### config.mk
export PLATFORM = sky130hd
export DESIGN_NAME = alu_uart_sequencer
export DESIGN_NICKNAME = d
export VERILOG_FILES = /design/src/rtl/alu_seq_pkg.sv /design/src/rtl/alu.sv /design/src/rtl/alu_uart_sequencer.sv
export SDC_FILE = /design/constraint.sdc
export NUM_CORES = 1
export LEC_CHECK = 0
export CORE_MARGIN = 3
export CORE_UTILIZATION = 43
export CTS_CLUSTER_DIAMETER = 30
export DETAILED_ROUTE_END_ITERATION = 6
export PLACE_DENSITY = 0.62
export SYNTH_ARGS = -nofsm -noshare
export SYNTH_HDL_FRONTEND = slang
export SYNTH_SLANG_ARGS = --single-unit
### constraint.sdc
create_clock -name clk -period 5 [get_ports clk]
set_input_delay 0.5 -clock clk [delete_from_list [all_inputs] [get_ports clk]]
set_output_delay 0.5 -clock clk [all_outputs]
set_load 0.05 [all_outputs]
### src/rtl/alu_seq_pkg.sv
// Shared types and constants for the ALU command sequencer.
package alu_seq_pkg;

    typedef enum logic [2:0] {
        ST_IDLE,
        ST_GET_A,
        ST_GET_B,
        ST_EXEC,
        ST_SEND_HI,
        ST_SEND_LO
    } seq_state_e;

    localparam logic [1:0] SEL_ADD = 2'b00;
    localparam logic [1:0] SEL_SUB = 2'b01;
    localparam logic [1:0] SEL_MUL = 2'b10;
    localparam logic [1:0] SEL_MAX = 2'b11;

    localparam logic [7:0] OPC_RSVD_MASK = 8'hFC;

    function automatic logic opcode_legal(input logic [7:0] opc);
        return (opc & OPC_RSVD_MASK) == 8'h00;
    endfunction

endpackage

### src/rtl/alu.sv
// Combinational signed ALU: add, sub, mul and max of two N-bit operands, 2N-bit result.
module alu
    import alu_seq_pkg::*;
#(
    parameter int N = 5
) (
    input  logic [N-1:0]   a_i,
    input  logic [N-1:0]   b_i,
    input  logic [1:0]     sel_i,
    output logic [2*N-1:0] y_o
);

    logic signed [2*N-1:0] a_ext;
    logic signed [2*N-1:0] b_ext;

    // Widening first keeps every result exact in 2N bits, including the product.
    assign a_ext = (2*N)'(signed'(a_i));
    assign b_ext = (2*N)'(signed'(b_i));

    always_comb begin
        y_o = '0;
        case (sel_i)
            SEL_ADD: y_o = a_ext + b_ext;
            SEL_SUB: y_o = a_ext - b_ext;
            SEL_MUL: y_o = a_ext * b_ext;
            SEL_MAX: y_o = (a_ext > b_ext) ? a_ext : b_ext;
            default: y_o = '0;
        endcase
    end

endmodule

### src/rtl/alu_uart_sequencer.sv
// Collects opcode/A/B frames from the UART RX stream, runs them through the ALU
// and returns the sign-extended 16-bit result as two bytes on a valid/ready TX port.
module alu_uart_sequencer
    import alu_seq_pkg::*;
#(
    parameter int N       = 5,
    parameter int TIMEOUT = 1_000_000
) (
    input  logic       clk,
    input  logic       rst_n,
    input  logic       rx_valid,
    input  logic [7:0] rx_data,
    output logic       tx_valid,
    input  logic       tx_ready,
    output logic [7:0] tx_data,
    output logic       busy,
    output logic       err_opcode,
    output logic       err_timeout,
    output logic       err_overrun
);

    localparam int CW = $clog2(TIMEOUT + 1);
    localparam logic [CW-1:0] CNT_LAST = CW'(TIMEOUT - 1);

    seq_state_e      state_q;
    logic [1:0]      sel_q;
    logic [N-1:0]    a_q;
    logic [N-1:0]    b_q;
    logic [15:0]     res_q;
    logic [CW-1:0]   cnt_q;
    logic            tx_valid_q;
    logic            busy_q;
    logic            err_opcode_q;
    logic            err_timeout_q;
    logic            err_overrun_q;

    logic [2*N-1:0]  alu_y;
    logic [15:0]     res16;

    alu #(.N(N)) u_alu (
        .a_i   (a_q),
        .b_i   (b_q),
        .sel_i (sel_q),
        .y_o   (alu_y)
    );

    assign res16 = 16'(signed'(alu_y));

    always_ff @(posedge clk or negedge rst_n) begin
        if (!rst_n) begin
            state_q       <= ST_IDLE;
            sel_q         <= '0;
            a_q           <= '0;
            b_q           <= '0;
            res_q         <= '0;
            cnt_q         <= '0;
            tx_valid_q    <= 1'b0;
            busy_q        <= 1'b0;
            err_opcode_q  <= 1'b0;
            err_timeout_q <= 1'b0;
            err_overrun_q <= 1'b0;
        end else begin
            err_opcode_q  <= 1'b0;
            err_timeout_q <= 1'b0;
            err_overrun_q <= 1'b0;
            case (state_q)
                ST_IDLE: begin
                    if (rx_valid) begin
                        if (opcode_legal(rx_data)) begin
                            sel_q   <= rx_data[1:0];
                            cnt_q   <= '0;
                            state_q <= ST_GET_A;
                            busy_q  <= 1'b1;
                        end else begin
                            err_opcode_q <= 1'b1;
                        end
                    end
                end
                ST_GET_A, ST_GET_B: begin
                    // An arriving byte takes priority over an expiring timeout.
                    if (rx_valid) begin
                        cnt_q <= '0;
                        if (state_q == ST_GET_A) begin
                            a_q     <= rx_data[N-1:0];
                            state_q <= ST_GET_B;
                        end else begin
                            b_q     <= rx_data[N-1:0];
                            state_q <= ST_EXEC;
                        end
                    end else if (cnt_q == CNT_LAST) begin
                        a_q           <= '0;
                        b_q           <= '0;
                        cnt_q         <= '0;
                        state_q       <= ST_IDLE;
                        busy_q        <= 1'b0;
                        err_timeout_q <= 1'b1;
                    end else begin
                        cnt_q <= cnt_q + CW'(1);
                    end
                end
                ST_EXEC: begin
                    res_q         <= res16;
                    state_q       <= ST_SEND_HI;
                    tx_valid_q    <= 1'b1;
                    err_overrun_q <= rx_valid;
                end
                ST_SEND_HI: begin
                    err_overrun_q <= rx_valid;
                    if (tx_ready) begin
                        state_q <= ST_SEND_LO;
                    end
                end
                ST_SEND_LO: begin
                    err_overrun_q <= rx_valid;
                    if (tx_ready) begin
                        state_q    <= ST_IDLE;
                        tx_valid_q <= 1'b0;
                        busy_q     <= 1'b0;
                    end
                end
                default: begin
                    state_q    <= ST_IDLE;
                    tx_valid_q <= 1'b0;
                    busy_q     <= 1'b0;
                end
            endcase
        end
    end

    // Byte select is a pure function of registered state, so it cannot move mid-handshake.
    always_comb begin
        tx_data = 8'h00;
        case (state_q)
            ST_SEND_HI: tx_data = res_q[15:8];
            ST_SEND_LO: tx_data = res_q[7:0];
            default:    tx_data = 8'h00;
        endcase
    end

    assign tx_valid    = tx_valid_q;
    assign busy        = busy_q;
    assign err_opcode  = err_opcode_q;
    assign err_timeout = err_timeout_q;
    assign err_overrun = err_overrun_q;

endmodule

==> impl_results.md <==
- Status: completed
- Crit-path max FO: 8
- HP Class: in2async
- R2r startpoint: a_q[2]$_DFFE_PN0P_
- Cell mode on critical path: fa_1
- Fin. max-slew vios: 0
- Final nets: between 500 and 600
- Post-layout minimum cycle time: 4170 ps
- Post-CTS sizing: 0
- DRC Markers: 0
- Fillers: 886
- Placer Congestion: between 0.9 and 1
- Reg area: 1250 um^2
- Pin count of the biggest net entering global routing: 51
- FF-to-FF End: res_q[9]$_DFFE_PN0P_
- Die W: 104 um
- CP delay by family, top: adder cells
- Highest Clock Rate: ~240 MHz
- Yosys cell types: 56
- Grt ovf: 0
- Sequence of cells on the critical path: ha_1 -> fa_1 -> inv_1 -> fa_1 -> inv_1 -> fa_1 -> fa_1 -> a21o_1 -> a311o_1 -> a21oi_1 -> xnor2_1 -> a211oi_1 -> o21ai_0
- Net Count, Synth: 520
- Syn Std Cell Area: 4120 um^2
- Max VDD drop: 171 uV
- Die area: 10800 um^2
- Count of TritonRoute iterations in the first routing pass: 5
- DRT Wirelength: 9.50 mm
- Data arrival, critical path: 4370 ps
- Leak Pwr: 2.03 nW
- Required @ worst endpoint: about 5200 ps
- Post-CTS setup buffer count: 0
- Critical path buffer and inverter count: 2
- Std-Cell Rows: 35
- Core box area: just over 9000 um^2
- Gate count after technology mapping: 462
- CTS max path bufs: 2
- Number of synthesized flops with an enable pin: 0
- Final Hold Fails: 0
- TNS Setup: 0 ps
- Top FF cell, synth: dfrtp_1
- Period utilisation layout: 0.833
- P&R area growth vs syn: 10.4%
- Critical path depth in cells: 13
- CP endpoint kind: flop
- Area of the multi-input gates: ~2600 um^2
- Util after Layout: 0.490
- Slowest cell on the critical path: fa_1
- Rel. slew slack: 0.550
- Clock root buffer: clkbuf_8
- Seq cells post-synth: 50
- Syn_area_per_cell: 8.92 um^2
- Clock sink total: 50
- Internal Dissipation: between 1 and 1.5 mW
- Setup violators final: 0
- CTS tree: done
- Yosys warnings: 0
- Startpoint class of the critical path: flop
- Vias in the first global route: 3228
- Dpl cells: 602
- DR vias/cell: 5.44
- Top Ports: 25
- Max cap viols: 0
- Top cell type's share of synthesized area: 0.303
- Worst Reg-to-Reg Cells: 13
- Synth area leaders: dfrtp_1 (30%), fa_1 (9.2%), ha_1 (8.2%)
- Switch Pwr: 1.21 mW
- DRT iter0 DRCs: between 150 and 200
- Sw Ratio: 0.492
- Die height: just over 100 um
- H-tree Lvls: 2
- Clock latency on the worst-skew pair: ~320 ps
- R2R Setup Slk: 830 ps
- Worst Skew: roughly 18 ps
- Initial Util: 0.444
- Total CTS buffers: 5
- Final ANT Viol Nets: 0
- Yosys top cell by area: dfrtp_1
- Synth async-reset ratio: 1.00
- CTS Hold Buffers Added: 0
- Share of layout cells above drive strength 1: 0.0728
- Slew @ Worst Pin: just under 700 ps
- Sequential share of the synthesized area: 0.303
- Total number of vias: 3317
- Comb power frac: 0.629
- ANT cells: 0
- GRT Overall Usage: 0.182
- IO buf count: 24
- Post-DP HPWL: 7.38 mm
- Sequential power share: 0.263
- PwrDens: 540 nW/um^2
- CP Class: reg2reg
- DR WL/cell: approximately 16 um
- Initial antenna violation count: 0
- Fin cells: roughly 600
- RSZ-0062 raised after global routing: no
- Clock group share of total power: 0.108
- Critical Path Max Stage Delay: 540 ps
- Clock Pin Slew Worst Setup and Hold Paths: 110 ps
- First-pass GRT wire length: 16.2 mm
cells in the mapped netlist, types with 4 or more instances:
| library cell | number |
|---|---|
| a211oi_1 | 4 |
| a21o_1 | 7 |
| a21oi_1 | 35 |
| a31oi_1 | 4 |
| and2_1 | 18 |
| and2b_1 | 4 |
| and3_1 | 6 |
| buf_4 | 4 |
| clkbuf_1 | 7 |
| dfrtp_1 | 50 |
| fa_1 | 19 |
| ha_1 | 27 |
| inv_1 | 45 |
| mux2_2 | 14 |
| nand2_1 | 29 |
| nand2b_1 | 8 |
| nand3_1 | 11 |
| nand4_1 | 5 |
| nor2_1 | 31 |
| nor2b_1 | 13 |
| nor3_1 | 4 |
| o21ai_0 | 31 |
| o21ai_1 | 10 |
| o31ai_1 | 12 |
| xnor2_1 | 10 |
per-stage QoR:
step                power (mW)  hold slack [ps]  setup WS [ps]  cell area (um^2)
floorplan                 1.84              204           1020              4120
global placement          2.18              463            903              4450
detailed placement        2.20              470            815              4450
CTS                       2.47              304            819              4550
global route              2.69              326            692              4550
finish                    2.46              279            835              4550
metal layers:
metal | part of all wire | up-vias | track usage
met3 | 0.042 | 9 | 0.0242
met2 | 0.44 | 82 | 0.287
met5 | 0 | - | 0
met4 | 0.012 | 0 | 0.0427
met1 | 0.50 | 1570 | 0.266
li1 | - | 1656 | -
power by group through the flow:
| stage | logic, mW | registers (mW) | clock network, mW |
|---|---|---|---|
| floorplan | 1.21 | 0.625 | 0 |
| global placement | 1.53 | 0.650 | 0 |
| detailed placement | 1.54 | 0.658 | 0 |
| CTS | 1.55 | 0.649 | 0.274 |
| global route | 1.73 | 0.670 | 0.293 |
| finish | 1.55 | 0.647 | 0.266 |
kinds of logic after synthesis:
| family | after synthesis | share of synthesized area |
|---|---|---|
| AO/OA/AOI/OAI | 130 | 0.198 |
| XOR/XNOR | 13 | 0.0276 |
| adder cells (fa/ha/maj) | 46 | 0.174 |
| buffers and inverters | 60 | 0.0607 |
| flip-flops | 50 | 0.303 |
| multiplexers | 17 | 0.0455 |
| AND/OR/NAND/NOR | 146 | 0.190 |
cells in the final DEF (no fill, tap or decap), drive strengths merged, types with 4 or more instances in the layout:
cell type      netlist  final
nor2                33     33
a22o                 4      4
and3                 6      6
clkdlybuf4s50        0     23
inv                 45     46
clkbuf               7      6
nand2b               8      8
o21ai               43     43
nor3                 4      4
xnor2               10     10
or4                  5      5
nor2b               13     13
a211oi               5      5
nand4                5      5
mux2                14     14
fa                  19     19
nand2               29     29
nand3               11     11
and2                18     18
ha                  27     27
dfrtp               50     50
o31ai               12     12
a31oi                4      4
and2b                4      4
a21oi               35     35
a21o                 7      7
worst max-delay path by stage:
stage	from	end	slack (ps)
finish	a_q[2]$_DFFE_PN0P_	res_q[9]$_DFFE_PN0P_	830
global route	b_q[4]$_DFFE_PN0P_	res_q[9]$_DFFE_PN0P_	690
CTS	a_q[2]$_DFFE_PN0P_	res_q[9]$_DFFE_PN0P_	820
detailed placement	a_q[2]$_DFFE_PN0P_	res_q[9]$_DFFE_PN0P_	810
global placement	a_q[2]$_DFFE_PN0P_	res_q[9]$_DFFE_PN0P_	900
floorplan	a_q[2]$_DFFE_PN0P_	res_q[9]$_DFFE_PN0P_	1020
sequential cells by signal, indices dropped and copies added (netlist names):
signal / count
busy: 1
err_timeout: 1
a_q: 5
cnt_q: 20
tx_valid: 1
err_opcode: 1
res_q: 10
err_overrun: 1
b_q: 5
sel_q: 2
state_q: 3
cell type report:
type,instances,share of cell area
timing repair buffer,26,0.0550
clock inverter,2,0.00357
sequential,50,0.275
tap,129,0.0355
inverter,45,0.0371
clock buffer,6,0.0181
multi-input combinational,352,0.576
Note: power is estimated with default switching activity, not from simulation.
